**src/rtl/pipe_stage_skid.sv**
```systemverilog
// pipe_stage_skid: two-entry pipeline register with a skid buffer.
//
// The main register drives the outputs directly, so there is no combinational
// path from any input to the payload outputs. The skid register catches the one
// entry that can arrive while the main entry is stalled, which allows in_ready
// to be a registered signal with no combinational dependence on out_ready.
//
// Ports
//   clk        clock, rising edge
//   rst        asynchronous, active-high reset
//   flush      synchronous kill of all held entries (beats every transfer)
//   in_valid   upstream entry present
//   in_ready   registered; high exactly when the skid register is empty
//   in_data    NUM_DATA packed words, word k at [k*DATA_W +: DATA_W]
//   in_rd      destination register index
//   in_ctrl    control field
//   out_valid  main register holds an entry
//   out_ready  downstream accepts the entry
//   out_data/out_rd/out_ctrl  main register payload
//   count      number of entries held (0..2), registered
module pipe_stage_skid #(
  parameter int DATA_W   = 32,
  parameter int NUM_DATA = 2,
  parameter int RD_W     = 5,
  parameter int CTRL_W   = 3
) (
  input  logic                       clk,
  input  logic                       rst,
  input  logic                       flush,
  input  logic                       in_valid,
  output logic                       in_ready,
  input  logic [NUM_DATA*DATA_W-1:0] in_data,
  input  logic [RD_W-1:0]            in_rd,
  input  logic [CTRL_W-1:0]          in_ctrl,
  output logic                       out_valid,
  input  logic                       out_ready,
  output logic [NUM_DATA*DATA_W-1:0] out_data,
  output logic [RD_W-1:0]            out_rd,
  output logic [CTRL_W-1:0]          out_ctrl,
  output logic [1:0]                 count
);

  localparam int PAY_W = NUM_DATA*DATA_W + RD_W + CTRL_W;

  logic             main_valid_q, main_valid_d;
  logic             skid_valid_q, skid_valid_d;
  logic [PAY_W-1:0] main_pay_q, main_pay_d;
  logic [PAY_W-1:0] skid_pay_q, skid_pay_d;
  logic             in_ready_q, in_ready_d;
  logic [1:0]       count_q, count_d;

  logic [PAY_W-1:0] in_pay;
  logic             in_xfer;
  logic             out_xfer;

  assign in_pay   = {in_data, in_rd, in_ctrl};
  assign in_xfer  = in_valid & in_ready_q;
  assign out_xfer = main_valid_q & out_ready;

  always_comb begin
    main_valid_d = main_valid_q;
    skid_valid_d = skid_valid_q;
    main_pay_d   = main_pay_q;
    skid_pay_d   = skid_pay_q;

    if (flush) begin
      main_valid_d = 1'b0;
      skid_valid_d = 1'b0;
    end else if (skid_valid_q) begin
      // in_ready is low here, so no new entry can arrive; only a drain moves data.
      if (out_xfer) begin
        main_pay_d   = skid_pay_q;
        main_valid_d = 1'b1;
        skid_valid_d = 1'b0;
      end
    end else if (!main_valid_q) begin
      if (in_xfer) begin
        main_pay_d   = in_pay;
        main_valid_d = 1'b1;
      end
    end else if (out_xfer) begin
      if (in_xfer) begin
        main_pay_d = in_pay;
      end else begin
        main_valid_d = 1'b0;
      end
    end else if (in_xfer) begin
      // Main is stalled: park the new entry in the skid register.
      skid_pay_d   = in_pay;
      skid_valid_d = 1'b1;
    end

    in_ready_d = ~skid_valid_d;
    count_d    = {1'b0, main_valid_d} + {1'b0, skid_valid_d};
  end

  always_ff @(posedge clk or posedge rst) begin
    if (rst) begin
      main_valid_q <= 1'b0;
      skid_valid_q <= 1'b0;
      main_pay_q   <= '0;
      skid_pay_q   <= '0;
      in_ready_q   <= 1'b1;
      count_q      <= 2'd0;
    end else begin
      main_valid_q <= main_valid_d;
      skid_valid_q <= skid_valid_d;
      main_pay_q   <= main_pay_d;
      skid_pay_q   <= skid_pay_d;
      in_ready_q   <= in_ready_d;
      count_q      <= count_d;
    end
  end

  assign in_ready                     = in_ready_q;
  assign out_valid                    = main_valid_q;
  assign {out_data, out_rd, out_ctrl} = main_pay_q;
  assign count                        = count_q;

endmodule

```
**config.mk**
```make
export PLATFORM = sky130hd
export DESIGN_NAME = pipe_stage_skid
export DESIGN_NICKNAME = d
export VERILOG_FILES = /design/src/rtl/pipe_stage_skid.sv
export SDC_FILE = /design/constraint.sdc
export NUM_CORES = 1
export LEC_CHECK = 0
export CAP_MARGIN = 5
export CELL_PAD_IN_SITES_DETAIL_PLACEMENT = 1
export CELL_PAD_IN_SITES_GLOBAL_PLACEMENT = 1
export CORE_AREA = 2 2 125 127
export DETAILED_ROUTE_END_ITERATION = 12
export DIE_AREA = 0 0 127 129
export PLACE_DENSITY_LB_ADDON = 0.1
export REMOVE_ABC_BUFFERS = 1
export SKIP_CTS_REPAIR_TIMING = 1
export SLEW_MARGIN = 10
export SYNTH_ARGS = -nofsm -noshare
export SYNTH_HDL_FRONTEND = slang
export SYNTH_SLANG_ARGS = --single-unit
```
**constraint.sdc**
```tcl
create_clock -name clk -period 10.3 [get_ports clk]
set_clock_uncertainty 0.15 [all_clocks]
set_input_delay 2.575 -clock clk [delete_from_list [all_inputs] [get_ports clk]]
set_output_delay 2.575 -clock clk [all_outputs]
set_load 0.02 [all_outputs]
```
# After elaboration in Yosys (flattened, before gate mapping)
# Index checks and enable logic that the tools add are counted.
[word_totals] inputBits=77 register_bits=149 word_cells=33 out_inout_bits=76
[classes] eq_ne=2 reduce_logical=2 mux=16 addsub=1 n_bitwise=6
[ops] cell="two-way mux 72 bit" count=5
[ops] cell="two-way mux 1 bit" count=11
[ops] cell="AND reduction 5 bit" count=1
[ops] cell="!= test 2 x 1 -> 1 bit (second input constant)" count=2
[ops] cell="NOT 1 bit" count=4
[ops] cell="AND reduction 3 bit" count=1
[ops] cell="adder 1 x 1 -> 2 bit" count=1
[ops] cell="bitwise AND 1 bit" count=2

# Longest topological paths before layout
# Gate-level depths: netlist of run 1.
[logic_depth] depth_word=7 depth_mapped=6 mapped_depth_nobuf=4

# Worst setup path after synthesis of run 1
# No wires, ideal clock.
[synth_path] path_type="in2reg" start="in in_valid" end="reg skid_pay_q[0]" path_buffers=2 t_required_ps=10025 slack_ps=6242 cell_stages=5 setup_time_ps=125 t_arrival_ps=3783 cell_sequence="nand3b_4 > or4b_1 > buf_2 > buf_6 > mux2_4"
[synth_between] elab_chain_cells=2
[synth_lines] element="from (decl)" line_no="30" source="input logic in_valid,"
[synth_lines] element="bitwise AND 1 bit" line_no="57" source="assign in_xfer = in_valid & in_ready_q;"
[synth_lines] element="AND reduction 5 bit (no source line)"
[synth_lines] element="to (signal assigned)" line_no="109" source="skid_pay_q <= skid_pay_d;"
[synth_lines] element="to (decl)" line_no="48" source="logic [PAY_W-1:0] skid_pay_q, skid_pay_d;"
# No other way between the ends.
# A chain may end at the register's enable or synchronous reset.

# Worst setup path in the final report of run 1
[layout_path] start="in in_valid" end="reg skid_pay_q[39]"
# Same word-level chain as after synthesis.

==> results_dict.tcl, run 1 <==
set metrics [dict create \
    die_x_um 127 \
    crit_path_max_incr_delay_ns 0.78 \
    slew_violations 0 \
    hold_violations 0 \
    r2r_slack_ns 6.86 \
    wl_per_cell_um 19.2 \
    start_util 0.445 \
    synth_warnings 0 \
    grt_pass1_wl_um 23100 \
    clock_power_share 0.284 \
    dieArea_sq_mm 0.0164 \
    swShare 0.275 \
    first_global_vias 4414 \
    core_sq_mm 0.0150 \
    dr.pass1.iters 6 \
    layout_commonest_cell "clkdlybuf4s50_1" \
    area_growth_pct 32.6 \
    yosys-top-cells-area "dfrtp_1 (56%), mux2_2 (25%), mux2_4 (16%)" \
    cp_max_fo 47 \
    cp_slowest_cell "or4b_4" \
    io-pin-count 153 \
    yosysTopAreaCellShare 0.555 \
    power_leakage_uw 0.00394 \
    final.setup.tns_ns 0 \
    drt_iter0_drc 120 \
    period_share 0.468 \
    finalCoreUtilization 0.591 \
    rsz0062_at_grt "no" \
    seq_area_frac_synth 0.559 \
    post-synth-top-area-cell "dfrtp_1" \
    syn_inst 400 \
    cts-buffers-inserted 17 \
    clock_latency_ns 0.41 \
    p_comb_frac 0.289 \
    worstMarginPinSlew_ns 1.07 \
    die_y_um 129 \
    fin_total_pwr_uw 2010 \
    avgSynthCellArea_sq_um 16.7 \
    synth_area_sq_mm 0.00667 \
    worstPathCellList "clkdlybuf4s50_1, nand3b_4, or4b_4, buf_4, mux2_4" \
    switching_power_uw 552 \
    layout_common_cells "clkdlybuf4s50_1 (152), dfrtp_1 (147), mux2_2 (146), mux2_4 (70), clkbuf_16 (17)" \
    dp_hpwl_um 9000 \
    ys_ff_latch 149 \
    drc 0 \
    fmax_ghz 0.207 \
    place_area_sq_mm 0.00833 \
    vdd_drop_max_v 0.000122 \
    routabilityCongestion 0.696 \
    crit_required_ns 10.44 \
    post-route-min-period_ns 4.82 \
    final-setup-viol-count 0 \
    htreeDepth 4 \
    max-slew-margin-rel 0.283 \
    rows 45 \
    p_int_uw 1450 \
    finalInstanceArea_sq_mm 0.00885 \
    powerDensity_mw_per_mm2 227 \
    cts_tree "yes" \
    worstSetupPathType "in2reg" \
    cp-start-kind "input port" \
    viasPerCell 5.14 \
    portBuffers 152 \
    routed_wl_um 14400 \
    antenna_left 0 \
    drive_gt1_frac 0.446 \
    yosysUniqueCellTypes 17 \
    hp-class "reg2reg" \
    grt_max_degree 87 \
    num-nets-final 629 \
    status "finished clean" \
    antennaDiodeCount 0 \
    grt_overflow_total 0 \
    cts_root_buf "clkbuf_16" \
    antenna_found_initial 0 \
    cp.arrival_ns 4.97 \
    path_clk_slew_ns 0.06 \
    drv_cap 0 \
    track_usage 0.183 \
    cts_max_path_buffers 2 \
    seq_power_share 0.427 \
    end_kind "flop" \
    vias 3851 \
    clock_sinks 149 \
]
[metal layers]
metal | up-vias | track usage | share of wire
li1 | 1731 | - | -
met1 | 2005 | 0.228 | 0.43
met2 | 103 | 0.306 | 0.50
met3 | 12 | 0.0649 | 0.058
met4 | 0 | 0.0465 | 0.010
met5 | - | 0 | 0
[layout make-up]
| class | count | area (sq um) |
|---|---|---|
| Clock buffer | 23 | 468 |
| Clock inverter | 6 | 55.1 |
| Fill cell | 1426 | 6130 |
| Inverter | 3 | 16.3 |
| Multi-Input combinational cell | 225 | 2800 |
| Sequential cell | 149 | 3730 |
| Tap cell | 188 | 235 |
| Timing Repair Buffer | 155 | 1540 |
[logic make-up after synthesis]
group | synth area share
muxes | 0.404
AOI/OAI and AO/OA | 0.00600
and+or+nand+nor | 0.00506
buffers and inverters | 0.0240
adders and majority gates | 0.00188
DFF | 0.559
[cells in the mapped netlist, drive strengths merged]
cell type	n
nand2	1
buf	15
a31oi	1
or4b	1
dfstp	1
dfrtp	148
a211o	1
ha	1
a221oi	1
inv	3
nand3b	1
a21oi	1
o21ai	1
clkbuf	8
mux2	216
[worst paths after layout]
| path | start | to | cells after the start |
|---|---|---|---|
| hold reg to reg | skid_pay_q[62] | skid_pay_q[62] | 1 |
| setup reg to reg | skid_valid_q | skid_pay_q[61] | 4 |
| min in group asynchronous | rst | skid_pay_q[3] | 2 |
| hold / removal | skid_pay_q[62] | skid_pay_q[62] | 1 |
| max in group asynchronous | rst | main_pay_q[39] | 3 |
| setup / recovery | in_valid | skid_pay_q[39] | 5 |
[sequential cells by signal, summed over array words and instances, names as in the netlist]
register,count
out_valid,1
count,2
main_pay_q,72
in_ready,1
skid_pay_q,72
skid_valid_q,1
[worst max-delay path: cells and delay by family]
kind                   cells  cell delay [ns]
muxes                      1             0.40
buffers and inverters      2             1.04
and+or+nand+nor            2             0.89
[power by group through the flow]
stage          Sequential (uW)  Clock (uW)  Combinational [uW]
2_1_floorplan              935           0                 256
3_3_place_gp               856           0                 570
3_5_place_dp               863           0                 586
4_1_cts                    860         582                 587
5_1_grt                    879         607                 615
6_report                   857         569                 580
[metrics by stage]
stage	std cells	hold WS (ns)	setup slack, ns
detailed placement	720	0.339	5.04
CTS	749	0.354	5.48
global route	749	0.360	5.42
floorplan	377	0.324	3.57
finish	749	0.356	5.48
global placement	720	0.333	5.06
(Power assumes the default switching activity.)
==> run 2: changes to the inputs <==
CORE_AREA = 2 2 130 132   (was 2 2 125 127)
DIE_AREA = 0 0 132 134   (was 0 0 127 129)
clock period = 4.68 ns   (was 10.3 ns; I/O delays follow)
==> run 2 against run 1 <==
Against the previous run: non-clock buffer count grew 3; combinational power grew 130%; via count grew 0.62%; worst setup slack lost 4.2 ns; largest power group unchanged; sequential share of layout area shrank 1.3 points; first-iteration DRC count grew 2.5%; sequential power grew 120%; register-to-register slack lost 5.3 ns.
==> results_dict.tcl, run 2 (synthesis gave the netlist of run 1 again) <==
set metrics [dict create \
    viasPerCell 4.93 \
    drc 0 \
    grt_max_degree 87 \
    end_kind "flop" \
    placedCellCount 755 \
    grt_pass1_wl_um 24500 \
    die_x_um 132 \
    vdd_drop_max_v 0.000287 \
    area_growth_pct 36.9 \
    cp-start-kind "input port" \
    swShare 0.254 \
    track_usage 0.179 \
    rsz0062_at_grt "no" \
    layout_commonest_cell "clkdlybuf4s50_1" \
    dieArea_sq_mm 0.0177 \
    detailedPlace.worstSlack_ns 0.869 \
    rr_worst_depth 5 \
    seq_power_share 0.383 \
    layout_common_cells "clkdlybuf4s50_1 (152), dfrtp_1 (147), mux2_2 (146), mux2_4 (70), clkbuf_16 (17)" \
    fin_total_pwr_uw 4890 \
    p_int_uw 3640 \
    switching_power_uw 1240 \
    htreeDepth 4 \
    grt_overflow_total 0 \
    drt_iter0_drc 123 \
    clock_power_share 0.350 \
    powerDensity_mw_per_mm2 535 \
    num-nets-final 632 \
    routabilityCongestion 0.679 \
    dp_hpwl_um 9300 \
    worstMarginPinSlew_ns 1.17 \
    max-slew-margin-rel 0.223 \
    power_leakage_uw 0.00405 \
    cp.arrival_ns 3.55 \
    portBuffers 152 \
    rows 47 \
    routed_wl_um 15000 \
    post-route-min-period_ns 3.40 \
    hp-class "reg2reg" \
    cts_max_path_buffers 2 \
    drive_gt1_frac 0.452 \
    wl_per_cell_um 19.1 \
    core_sq_mm 0.0163 \
    worstSetupPathType "in2reg" \
    hold_violations 0 \
    drv_cap 0 \
    cts-buffers-inserted 17 \
    antenna_left 0 \
    clock_latency_ns 0.42 \
    first_global_vias 4529 \
    period_share 0.726 \
    dr.pass1.iters 4 \
    finalCoreUtilization 0.561 \
    fmax_ghz 0.294 \
    p_comb_frac 0.267 \
    min_path_cells 1 \
    start_util 0.410 \
    r2r_slack_ns 1.54 \
    antenna_found_initial 0 \
    layout.cells.non_filler 786 \
    hold_ws_ns 0.355 \
    cts_tree "yes" \
    status "finished clean" \
    final.setup.worst_slack_ns 1.28 \
    cp_max_fo 57 \
    path_clk_slew_ns 0.06 \
    clock_sinks 149 \
    io-pin-count 153 \
    vias 3875 \
    crit_required_ns 4.83 \
    final-setup-viol-count 0 \
    slew_violations 0 \
    cts_root_buf "clkbuf_16" \
    antennaDiodeCount 0 \
    die_y_um 134 \
]
run 2: metal layers:
layer | track usage | vias up | wire, um
li1 | - | 1742 | -
met1 | 0.225 | 2021 | 6540
met2 | 0.298 | 96 | 7630
met3 | 0.0582 | 16 | 712
met4 | 0.0489 | 0 | 138
met5 | 0 | - | 0
run 2: per-stage QoR:
step / cell area (sq um) / TNS, ns
global route: 9140 / 0
floorplan: 6520 / -238.83
finish: 9140 / 0
detailed placement: 8400 / 0
CTS: 9140 / 0
global placement: 8400 / 0
run 2: cell type report:
type,count,area [sq um]
sequential,149,3730
clock buffer,22,464
inverter,3,16.3
fill,1547,7150
clock inverter,9,270
timing repair buffer,158,1580
multi-input combinational,225,2800
tap,220,275
run 2: worst max-delay path: stages:
cell             delay (ns)
clkdlybuf4s50_1        0.53
nand3b_4               0.11
or4b_4                 0.96
buf_4                  0.39
mux2_4                 0.31
run 2: power by group through the flow:
| stage | Combinational [uW] | Sequential (uW) | Clock, uW |
|---|---|---|---|
| 6_report | 1310 | 1870 | 1710 |
| 5_1_grt | 1390 | 1920 | 1800 |
| 4_1_cts | 1330 | 1870 | 1750 |
| 3_5_place_dp | 1310 | 1880 | 0 |
| 3_3_place_gp | 1280 | 1870 | 0 |
| 2_1_floorplan | 563 | 2060 | 0 |
run 2: final timing paths:
kind                                       end           start
worst max-delay path            skid_pay_q[54]        in_valid
worst min-delay path            skid_pay_q[61]  skid_pay_q[61]
worst max register to register  main_pay_q[47]    skid_valid_q
worst min register to register  skid_pay_q[61]  skid_pay_q[61]
max in group asynchronous         skid_valid_q             rst
min in group asynchronous       main_pay_q[67]             rst
